$ cat config.mk
export PLATFORM = sky130hd
export DESIGN_NAME = pc_sequencer
export DESIGN_NICKNAME = d
export VERILOG_FILES = /design/src/rtl/pc_sequencer.sv
export SDC_FILE = /design/constraint.sdc
export NUM_CORES = 1
export LEC_CHECK = 0
export ABC_AREA = 1
export BUFFER_PORTS_ARGS = -buffer_cell sky130_fd_sc_hd__buf_4
export CORE_MARGIN = 1.5
export CORE_UTILIZATION = 53
export DETAILED_ROUTE_END_ITERATION = 10
export PLACE_DENSITY = 0.95
export SETUP_SLACK_MARGIN = 0.02
export SYNTH_ARGS = -nofsm -noshare
export SYNTH_HDL_FRONTEND = slang
export SYNTH_SLANG_ARGS = --single-unit
export TNS_END_PERCENT = 10
$ cat constraint.sdc
create_clock -name sysclk -period 4.27 [get_ports sysclk]
set_clock_uncertainty 0.05 [all_clocks]
set_input_delay 0.427 -clock sysclk [delete_from_list [all_inputs] [get_ports sysclk]]
set_output_delay 0.427 -clock sysclk [all_outputs]
set_load 0.02 [all_outputs]
$ cat src/rtl/pc_sequencer.sv
// pc_sequencer: next-PC controller sitting between the ID/EX hazard and branch
// logic and the program-counter register.
//
// Parameters:
//   RESET_PC   value presented on pc_next while reset is high
//   IRQ_VEC    interrupt vector
//   ILLOP_VEC  illegal-op / exception vector
//
// Ports:
//   sysclk         system clock, all state updates on the rising edge
//   reset          synchronous, active-high reset
//   pc_cur         current PC register output
//   stall_req      load-use hazard, hold the PC
//   branch_taken   EX-stage branch resolved taken, with branch_target
//   jump_en        ID-stage j/jal, with jump_target
//   jr_en          ID-stage jr/jalr, with jr_target
//   eret_en        ID-stage exception return
//   illop          ID-stage undefined/illegal instruction
//   irq            external interrupt request (level, already synchronised)
//   pc_write       PC register write enable
//   pc_next        PC register input
//   flush_if       squash IF/ID
//   flush_id       squash ID/EX
//   epc            saved return address
//   kernel         kernel mode flag, equal to pc_cur[31]
//
// pc_write, pc_next and the flushes are combinational; a redirect lands in the
// PC register at the next sysclk edge.

module pc_sequencer #(
  parameter logic [31:0] RESET_PC  = 32'h0040_0000,
  parameter logic [31:0] IRQ_VEC   = 32'h8000_0004,
  parameter logic [31:0] ILLOP_VEC = 32'h8000_0008
) (
  input  logic        sysclk,
  input  logic        reset,
  input  logic [31:0] pc_cur,
  input  logic        stall_req,
  input  logic        branch_taken,
  input  logic [31:0] branch_target,
  input  logic        jump_en,
  input  logic [31:0] jump_target,
  input  logic        jr_en,
  input  logic [31:0] jr_target,
  input  logic        eret_en,
  input  logic        illop,
  input  logic        irq,
  output logic        pc_write,
  output logic [31:0] pc_next,
  output logic        flush_if,
  output logic        flush_id,
  output logic [31:0] epc,
  output logic        kernel
);

  localparam logic [0:0] RUN  = 1'b0;
  localparam logic [0:0] TRAP = 1'b1;

  logic [0:0]  fsm_r;
  logic [0:0]  fsm_nxt_s;
  logic        irq_pending_r;
  logic        irq_nxt_s;
  logic [31:0] epc_r;
  logic [31:0] epc_nxt_s;
  logic [31:0] pc_plus4_s;

  // Sequential address; wraps naturally modulo 2^32.
  assign pc_plus4_s = pc_cur + 32'd4;
  // Kernel mode is the top PC bit, no latency.
  assign kernel     = pc_cur[31];
  assign epc        = epc_r;

  // Next-PC selection, flush generation and next-state computation.
  always_comb begin
    pc_next   = pc_plus4_s;
    pc_write  = 1'b1;
    flush_if  = 1'b0;
    flush_id  = 1'b0;
    fsm_nxt_s = RUN;
    epc_nxt_s = epc_r;

    // Interrupts are masked (and not queued) while in kernel mode.
    if (pc_cur[31]) begin
      irq_nxt_s = 1'b0;
    end else if (irq) begin
      irq_nxt_s = 1'b1;
    end else begin
      irq_nxt_s = irq_pending_r;
    end

    if (reset) begin
      pc_next  = RESET_PC;
      pc_write = 1'b0;
      flush_if = 1'b1;
      flush_id = 1'b1;
    end else begin
      case (fsm_r)
        TRAP: begin
          // One-cycle cleanup: squash the instruction fetched before the
          // redirect; all redirect sources and illop are ignored here.
          flush_id = 1'b1;
          if (stall_req) begin
            pc_write = 1'b0;
            pc_next  = pc_cur;
          end else begin
            pc_write = 1'b1;
            pc_next  = pc_plus4_s;
          end
        end
        RUN: begin
          if (illop) begin
            // Trapping instruction is re-executed after eret.
            pc_next   = ILLOP_VEC;
            flush_if  = 1'b1;
            flush_id  = 1'b1;
            epc_nxt_s = pc_cur;
            fsm_nxt_s = TRAP;
          end else if (irq_pending_r && !pc_cur[31]) begin
            // A taken EX branch is the older instruction's real successor.
            pc_next   = IRQ_VEC;
            flush_if  = 1'b1;
            flush_id  = 1'b1;
            epc_nxt_s = branch_taken ? branch_target : pc_cur;
            fsm_nxt_s = TRAP;
            irq_nxt_s = 1'b0;
          end else if (branch_taken) begin
            // EX is older than ID, so it beats stalls and ID jumps.
            pc_next  = branch_target;
            flush_if = 1'b1;
            flush_id = 1'b1;
          end else if (stall_req) begin
            pc_write = 1'b0;
            pc_next  = pc_cur;
          end else if (jr_en) begin
            // jr_en with jump_en is an illegal decode; jr wins silently.
            pc_next  = jr_target;
            flush_if = 1'b1;
          end else if (jump_en) begin
            pc_next  = jump_target;
            flush_if = 1'b1;
          end else if (eret_en) begin
            if (pc_cur[31]) begin
              pc_next  = epc_r;
              flush_if = 1'b1;
            end else begin
              // eret from user mode is a privilege violation.
              pc_next   = ILLOP_VEC;
              flush_if  = 1'b1;
              flush_id  = 1'b1;
              epc_nxt_s = pc_cur;
              fsm_nxt_s = TRAP;
            end
          end else begin
            pc_next  = pc_plus4_s;
            pc_write = 1'b1;
          end
        end
        default: begin
          // Unreachable encoding: hold the PC and recover to RUN.
          pc_write  = 1'b0;
          pc_next   = pc_cur;
          flush_if  = 1'b1;
          flush_id  = 1'b1;
          fsm_nxt_s = RUN;
        end
      endcase
    end
  end

  // State registers; reset also aborts an in-flight trap.
  always_ff @(posedge sysclk) begin
    if (reset) begin
      fsm_r         <= RUN;
      irq_pending_r <= 1'b0;
      epc_r         <= 32'h0000_0000;
    end else begin
      fsm_r         <= fsm_nxt_s;
      irq_pending_r <= irq_nxt_s;
      epc_r         <= epc_nxt_s;
    end
  end

endmodule

==> results of run 1 <==
==> synthesized netlist by cell type, drive strengths merged <==
cell and n:
ha 1, clkbuf 31, o2111ai 1, o211ai 6
a31oi 31, nor2 101, nor3 7, o31ai 2
and2 1, xor2 16, o221ai 4, inv 58
clkinv 2, a21oi 113, o22ai 4, nand2 275
nand3 51, dfxtp 34, mux2i 4, nor4 1
a22oi 3, nand3b 2, a211oi 4, or2 3
o21ai 93, a221oi 2, o21a 1, xnor2 3
buf 28
==> power by group <==
group          leakage, nW  switching [mW]  internal, mW
Sequential           0.281          0.0294         0.347
Combinational         2.66           0.408         0.269
Clock               0.0472           0.152         0.130
==> metal layers <==
| layer | part of all wire, % | GRT usage [%] | vias to the layer above | routed length, um |
|---|---|---|---|---|
| met5 | 0 | 0 | - | 0 |
| met4 | 6.2 | 26.81 | 0 | 1274 |
| met1 | 35 | 54.56 | 3049 | 7233 |
| li1 | - | - | 3266 | - |
| met2 | 42 | 68.66 | 713 | 8723 |
| met3 | 16 | 12.28 | 156 | 3385 |
==> cell families after synthesis <==
group,count (synthesis)
flip-flops,34
AO/OA/AOI/OAI,264
buffers and inverters,119
AND/OR/NAND/NOR,441
XOR/XNOR,19
multiplexers,4
adder cells (fa/ha/maj),1
==> through the flow <==
| stage | cell area, um2 | hold WS, ns |
|---|---|---|
| finish | 6198 | 0.3485 |
| global route | 6198 | 0.3699 |
| detailed placement | 6103 | 0.4600 |
| global placement | 6103 | 0.4543 |
| floorplan | 4622 | 0.4726 |
| CTS | 6198 | 0.3525 |
==> worst register-to-register path, stage by stage, from the launching register on <==
cell	delay (ns)
dfxtp_1	0.34
inv_1	0.05
nor2_1	0.14
nor2_2	0.05
buf_4	0.26
o21ai_1	0.14
o211ai_1	0.11
inv_2	0.74
o21ai_0	0.21
a31oi_1	0.20
==> flip-flops by register name (all words and copies together), names as in the netlist <==
register / count
epc: 32
fsm_r: 1
irq_pending_r: 1
==> worst paths after layout <==
check	endpoint	slack, ns	cells after the start
setup / recovery	pc_next[5]	1.19	5
hold / removal	epc[0]$_SDFFE_PP0P_	0.35	3
setup reg to reg	epc[1]$_SDFFE_PP0P_	1.90	9
hold reg to reg	epc[19]$_SDFFE_PP0P_	0.47	2
==> layout make-up <==
cell class | count | share of cell area, %
clock buffers | 6 | 1.332
repair buffers | 214 | 25.92
multi-input cells | 729 | 55.71
flip-flops and latches | 34 | 10.98
well taps | 105 | 2.120
inverters | 60 | 3.734
clock inverters | 2 | 0.2019
==> flow_metrics.tcl, run 1 <==
set metrics [dict create \
    r2r_start "irq_pending_r$_SDFF_PP0_" \
    cp.arrival_ns 2.60 \
    mostFrequentLayoutCells "nand2_1 (272), buf_4 (214), a21oi_1 (113)" \
    antenna_cells 0 \
    crit_fanout 32 \
    ys_types 40 \
    clock_latency_ns 0.30 \
    drc 0 \
    vias 7184 \
    crit_path_end_kind "output port" \
    maxCapViolations 0 \
    final_util_pct 74.32 \
    path_cells "inv_1 > o21ai_0 > a31oi_1 > a21oi_1 > buf_4" \
    hold_start "branch_target[0]" \
    finalCritPeriodShare_pct 72.14 \
    portBuffers 204 \
    yosysTopAreaCell "nand2_1" \
    syn_area_mm2 0.004622 \
    dr.pass1.iters 6 \
    clockRootBuffer "clkbuf_8" \
    setup_viol 0 \
    synthAdderAreaFrac_pct 0.2707 \
    crit_family "buffers and inverters" \
    synth.area.top_cells "nand2_1 (22%), dfxtp_1 (15%), a21oi_1 (12%)" \
    grt_antenna_before_repair 0 \
    synth.area.mux_share_pct 0.8663 \
    post_cts_buffers 0 \
    synth_top_family_by_area "simple AND/OR/NAND/NOR gates" \
    period_needed_ns 3.081 \
    cts_made_buffers 5 \
    layout_commonest_cell "nand2_1" \
    timing.fmax_mhz 324.6 \
    die_area_mm2 0.009290 \
    hold_path.class "in -> reg" \
    total_power_mw 1.335 \
    hold_viol 0 \
    grt_max_degree 65 \
    track_usage_pct 44.36 \
    gp_congestion 1.001 \
    wl_per_cell_um 17.93 \
    multi_input_area_mm2 0.003453 \
    syn_inst 882 \
    layout-drive-gt1-share_pct 23.25 \
    post-dp-hpwl_mm 14.49 \
    area_growth_pct 34.11 \
    tns_ns 0 \
    synth_xor_area_share_pct 3.600 \
    core_area_mm2 0.008341 \
    setup_ws_ns 1.189 \
    ys_ff_latch 34 \
    peakVddDrop_uv 158.0 \
    first_global_vias 6462 \
    leakage_nw 2.985 \
    ant_nets 0 \
    ys_warn_count 0 \
    clock_sinks 34 \
    worst_pin_slew_ns 1.201 \
    worstSetupPathType "reg -> out" \
    tritoncts "built" \
    status "finished, final reports clean" \
    fillers 728 \
    slowest_stage "inv_1" \
    final_cells 1150 \
    wl_mm 20.62 \
    cp-startpoint "fsm_r$_SDFF_PP0_" \
    synthSimpleGateAreaFrac_pct 38.96 \
    grt_pass1_wl_mm 31.68 \
    relSlewSlack_pct 19.84 \
    pre_cts_slack_ns 1.432 \
    regArea_um2 680.7 \
    die_h_um 96.39 \
    slew_viol_final 0 \
    cp_num_buf_inv 2 \
    grt-ovfl-total 0 \
    via_per_inst 6.247 \
    io_pins 205 \
    placementRows 33 \
    ys_seq_area_share_pct 14.73 \
    cts.repair.resized 0 \
    powerDensity_mw_per_mm2 215.3 \
    die_w_um 96.39 \
    critical-path-max-stage-delay_ns 0.92 \
    drt-initial-drc-count 884 \
    synth.top_cell.area_share_pct 22.09 \
    cts_buffer_depth 2 \
    worstSetupStartpointType "flip-flop" \
    start_util_pct 55.42 \
    cp.required_ns 3.79 \
    fin_nets 1182 \
    path_clk_slew_ns 0.09 \
    cts_hold_buf 0 \
    htreeDepth 2 \
    place_inst 1142 \
    grt_setup_unrepaired "false" \
    synth_area_per_cell_um2 5.240 \
    synth_compound_gate_area_share_pct 30.97 \
    synthesis.nets 1020 \
]
No activity file was read; power rests on OpenSTA's default activity.
==> run 2: changes to the inputs <==
CORE_UTILIZATION = 44   (was 53)
PLACE_DENSITY = 0.89   (was 0.95)
clock period = 2.65 ns   (was 4.27 ns; I/O delays follow)
==> run 2 against run 1 <==
  * Register-to-register slack got worse by 1.1 ns
  * Critical path type is now in -> out
  * Critical endpoint is now pc_next[18]
  * First-iteration DRC count decreased by 16%
  * Clock power increased by 84%
  * Global-route usage decreased by 7.9 points
  * Power increased by 67%
==> flow_metrics.tcl, run 2 (same netlist as run 1, synthesis figures left out) <==
set metrics [dict create \
    status "finished, final reports clean" \
    grt-ovfl-total 0 \
    drc 0 \
    cp.required_ns 2.34 \
    gp_congestion 1.009 \
    hold_viol 0 \
    htreeDepth 2 \
    cts_made_buffers 5 \
    setup_ws_ns 0.2167 \
    cp_num_buf_inv 2 \
    layout-drive-gt1-share_pct 24.53 \
    vias 7042 \
    via_per_inst 5.868 \
    cts_hold_buf 0 \
    pre_cts_slack_ns 0.3037 \
    die_w_um 105.5 \
    ant_nets 0 \
    area_growth_pct 38.36 \
    largest_register_ffs 32 \
    start_util_pct 44.97 \
    die_h_um 105.5 \
    first_global_vias 6553 \
    core_area_mm2 0.01028 \
    tns_ns 0 \
    r2r_start "irq_pending_r$_SDFF_PP0_" \
    portBuffers 204 \
    finalCritPeriodShare_pct 91.82 \
    cp-startpoint "pc_cur[2]" \
    dr.pass1.iters 5 \
    maxCapViolations 0 \
    slowest_stage "ha_1" \
    period_needed_ns 2.433 \
    grt_antenna_before_repair 0 \
    hold_path.class "in -> reg" \
    setup_viol 0 \
    final_cells 1200 \
    die_area_mm2 0.01113 \
    total_power_mw 2.231 \
    cts_buffer_depth 2 \
    post-dp-hpwl_mm 15.55 \
    track_usage_pct 36.49 \
    tritoncts "built" \
    clock_latency_ns 0.30 \
    path_clk_slew_ns 0.08 \
    placementRows 37 \
    drt-initial-drc-count 740 \
    hold_start "pc_cur[1]" \
    peakVddDrop_uv 202.6 \
    grt_setup_unrepaired "false" \
    cp_common_cell "nand2_1" \
    path_cells "buf_4 > ha_1 > nand2_1 > nor2_2 > nand2_2 > nor2_4 > nand3_1 > o21ai_0 > nand2_1 > o21ai_1 > nand2_1 > nand2_1 > a21oi_1 > buf_4" \
    fin_nets 1201 \
    crit_path_end_kind "output port" \
    clock_sinks 34 \
    post_cts_buffers 0 \
    io_pins 205 \
    cp.arrival_ns 2.12 \
    grt_max_degree 46 \
    worst_pin_slew_ns 0.8032 \
    crit_fanout 5 \
    wl_per_cell_um 17.35 \
    place_inst 1192 \
    cts.repair.resized 0 \
    wl_mm 20.82 \
    worstSetupStartpointType "input port" \
    powerDensity_mw_per_mm2 348.9 \
    worstSetupPathType "in -> out" \
    leakage_nw 3.080 \
    layout_commonest_cell "nand2_1" \
    mostFrequentLayoutCells "nand2_1 (272), buf_4 (233), a21oi_1 (113)" \
    slew_viol_final 0 \
    critical-path-max-stage-delay_ns 0.24 \
    antenna_cells 0 \
    timing.fmax_mhz 411.0 \
    grt_pass1_wl_mm 32.47 \
    crit_family "simple AND/OR/NAND/NOR gates" \
    relSlewSlack_pct 46.38 \
    clockRootBuffer "clkbuf_8" \
]
run 2: per-layer routing:
layer / up-vias / share of wire [%] / GRT usage (%)
met5: - / 0 / 0
met4: 0 / 3.8 / 16.60
met3: 83 / 14 / 6.494
met2: 606 / 45 / 59.52
met1: 3052 / 37 / 46.82
li1: 3301 / - / -
run 2: worst paths after layout:
kind | slack (ns) | cells past startpoint | end
worst max-delay path | 0.22 | 14 | pc_next[18]
worst min-delay path | 0.19 | 3 | epc[1]$_SDFFE_PP0P_
worst max register to register | 0.79 | 10 | epc[3]$_SDFFE_PP0P_
worst min register to register | 0.47 | 2 | epc[19]$_SDFFE_PP0P_
run 2: worst register-to-register path, cell delays in order (launching register included):
cell	delay [ns]
dfxtp_1	0.34
inv_1	0.05
nor2_1	0.14
nor2_2	0.07
buf_4	0.21
o21ai_1	0.11
o211ai_1	0.11
inv_2	0.07
buf_4	0.34
o21ai_0	0.14
a31oi_1	0.15
run 2: power by group:
group          leakage (nW)  switching, mW  internal (mW)
clock network        0.0514          0.236          0.281
registers             0.281         0.0423          0.558
logic                  2.75          0.658          0.455
run 2: cell type report:
class	count	area [um2]
fill	1078	3882
multi-input combinational	729	3453
timing repair buffer	233	1749
sequential	34	680.7
inverter	60	231.5
tap	136	170.2
clock buffer	6	72.57
clock inverter	2	37.54
run 2: through the flow:
step | hold WS [ns] | cell area [um2] | utilization (%)
CTS | 0.1951 | 6395 | 62.22
finish | 0.1912 | 6395 | 62.22
floorplan | 0.3759 | 4622 | -
detailed placement | 0.4544 | 6285 | 61.15
global placement | 0.4475 | 6285 | 61.15
global route | 0.1970 | 6395 | 62.22
==> run 3: changes to the inputs <==
RECOVER_POWER = 100   (was unset)
==> run 3 against run 2 <==
  * Flip-flop and latch count is the same
  * Fmax shrank 2.7%
  * Clock power is essentially flat
  * Final cell count is the same
  * Setup slack lost 0.069 ns
  * Global-route usage is the same
  * Sequential share of layout area grew 0.42 points
  * Power shrank 3.3%
  * Clock-buffer cell count is the same
  * Largest power group unchanged
==> flow_metrics.tcl, run 3 (same netlist as run 1, synthesis figures left out) <==
set metrics [dict create \
    status "finished, final reports clean" \
    cp.required_ns 2.34 \
    p_seq_share_pct 27.8 \
    internal_power_mw 1.224 \
    crit_fanout 17 \
    clockRootBuffer "clkbuf_8" \
    worstSetupPathType "in -> out" \
    grt_setup_unrepaired "false" \
    p_sw_mw 0.9344 \
    grt_max_degree 46 \
    slowest_stage "clkbuf_1" \
    vias 7057 \
    gp_congestion 1.009 \
    finalCritPeriodShare_pct 94.42 \
    dr.pass1.iters 6 \
    hold_path.class "in -> reg" \
    ant_nets 0 \
    layout-drive-gt1-share_pct 18.52 \
    critical-path-max-stage-delay_ns 0.66 \
    cts_made_buffers 5 \
    grt_pass1_wl_mm 32.47 \
    post_cts_buffers 0 \
    relSlewSlack_pct 38.99 \
    slew_viol_final 0 \
    hold_start "pc_cur[1]" \
    setup_viol 0 \
    die_h_um 105.5 \
    cts_buffer_depth 2 \
    path_clk_slew_ns 0.08 \
    fin_nets 1201 \
    total_power_mw 2.158 \
    hold_viol 0 \
    fillers 1139 \
    worstSetupStartpointType "input port" \
    r2r_start "irq_pending_r$_SDFF_PP0_" \
    htreeDepth 2 \
    layout_commonest_cell "nand2_1" \
    worst_pin_slew_ns 0.9151 \
    cp_common_cell "clkbuf_1" \
    placementRows 37 \
    tns_ns 0 \
    antenna_cells 0 \
    clock_latency_ns 0.30 \
    leakage_nw 2.833 \
    grt-ovfl-total 0 \
    cp_num_buf_inv 4 \
    timing.fmax_mhz 399.7 \
    multi_input_area_mm2 0.003446 \
    start_util_pct 44.97 \
    largest_register_ffs 32 \
    die_area_mm2 0.01113 \
    wl_per_cell_um 17.37 \
    drc 0 \
    drt-initial-drc-count 780 \
    grt_antenna_before_repair 0 \
    core_area_mm2 0.01028 \
    clock_sinks 34 \
    cts.repair.resized 0 \
    io_pins 205 \
    peakVddDrop_uv 201.5 \
    via_per_inst 5.881 \
    period_needed_ns 2.502 \
    crit_path_end_kind "output port" \
    first_global_vias 6553 \
    cp.arrival_ns 2.19 \
    crit_family "buffers and inverters" \
    portBuffers 204 \
    maxCapViolations 0 \
    regArea_um2 680.7 \
    area_growth_pct 33.11 \
    wl_mm 20.84 \
    mostFrequentLayoutCells "nand2_1 (272), buf_4 (170), a21oi_1 (113)" \
    post-dp-hpwl_mm 15.55 \
    cts_hold_buf 0 \
    p_clk_share_pct 23.9 \
    powerDensity_mw_per_mm2 350.8 \
    p_comb_share_pct 48.3 \
    switching_share_pct 43.30 \
    die_w_um 105.5 \
    cp-startpoint "pc_cur[31]" \
    track_usage_pct 36.49 \
    tritoncts "built" \
    path_cells "buf_4 > clkbuf_1 > nor3_1 > inv_1 > nor2_1 > nor4_1 > clkbuf_1" \
]
[run 3: cell type report]
class                      instances  area share, %
multi-input combinational        729          56.01
timing repair buffer             233          24.61
sequential                        34          11.06
inverter                          60          3.762
tap                              136          2.766
clock buffer                       6          1.180
clock inverter                     2         0.6101
[run 3: worst paths after layout]
| path | depth (start not counted) | endpoint | slack [ns] |
|---|---|---|---|
| max reg2reg | 7 | epc[11]$_SDFFE_PP0P_ | 0.54 |
| min reg2reg | 2 | epc[19]$_SDFFE_PP0P_ | 0.47 |
| min | 3 | epc[1]$_SDFFE_PP0P_ | 0.19 |
| max | 7 | pc_next[3] | 0.15 |
[run 3: power groups by stage]
| stage | sequential, mW | combinational, mW | clock [mW] |
|---|---|---|---|
| after floorplan | 0.654 | 0.541 | 0 |
| after global placement | 0.610 | 1.08 | 0 |
| after detailed placement | 0.611 | 1.09 | 0 |
| after CTS | 0.599 | 1.09 | 0.512 |
| after global routing | 0.605 | 1.12 | 0.535 |
| final | 0.600 | 1.04 | 0.516 |
[run 3: layer usage]
metal	up-vias	wire length (um)	global-route usage [%]
met5	-	0	0
met4	0	791	16.60
met3	85	2910	6.494
met2	589	9307	59.52
met1	3077	7833	46.82
li1	3306	-	-
[run 3: worst register-to-register path, stage by stage (launching register included)]
cell and delay (ns):
dfxtp_1 0.35, inv_1 0.06, nor3_1 0.15, inv_1 0.13, nor2_1 0.16, clkbuf_1 0.71
mux2i_1 0.29, a21oi_1 0.09
[run 3: per-stage QoR]
step | utilization (%) | setup slack (ns) | area [um2] | hold WS [ns] | cells
2_1_floorplan | - | 0.6470 | 4622 | 0.3759 | 882
5_1_grt | 59.86 | 0.05411 | 6152 | 0.1970 | 1200
4_1_cts | 62.22 | 0.2897 | 6395 | 0.1951 | 1200
3_5_place_dp | 61.15 | 0.3037 | 6285 | 0.4544 | 1192
3_3_place_gp | 61.15 | 0.3618 | 6285 | 0.4475 | 1192
6_report | 59.86 | 0.1479 | 6152 | 0.1935 | 1200
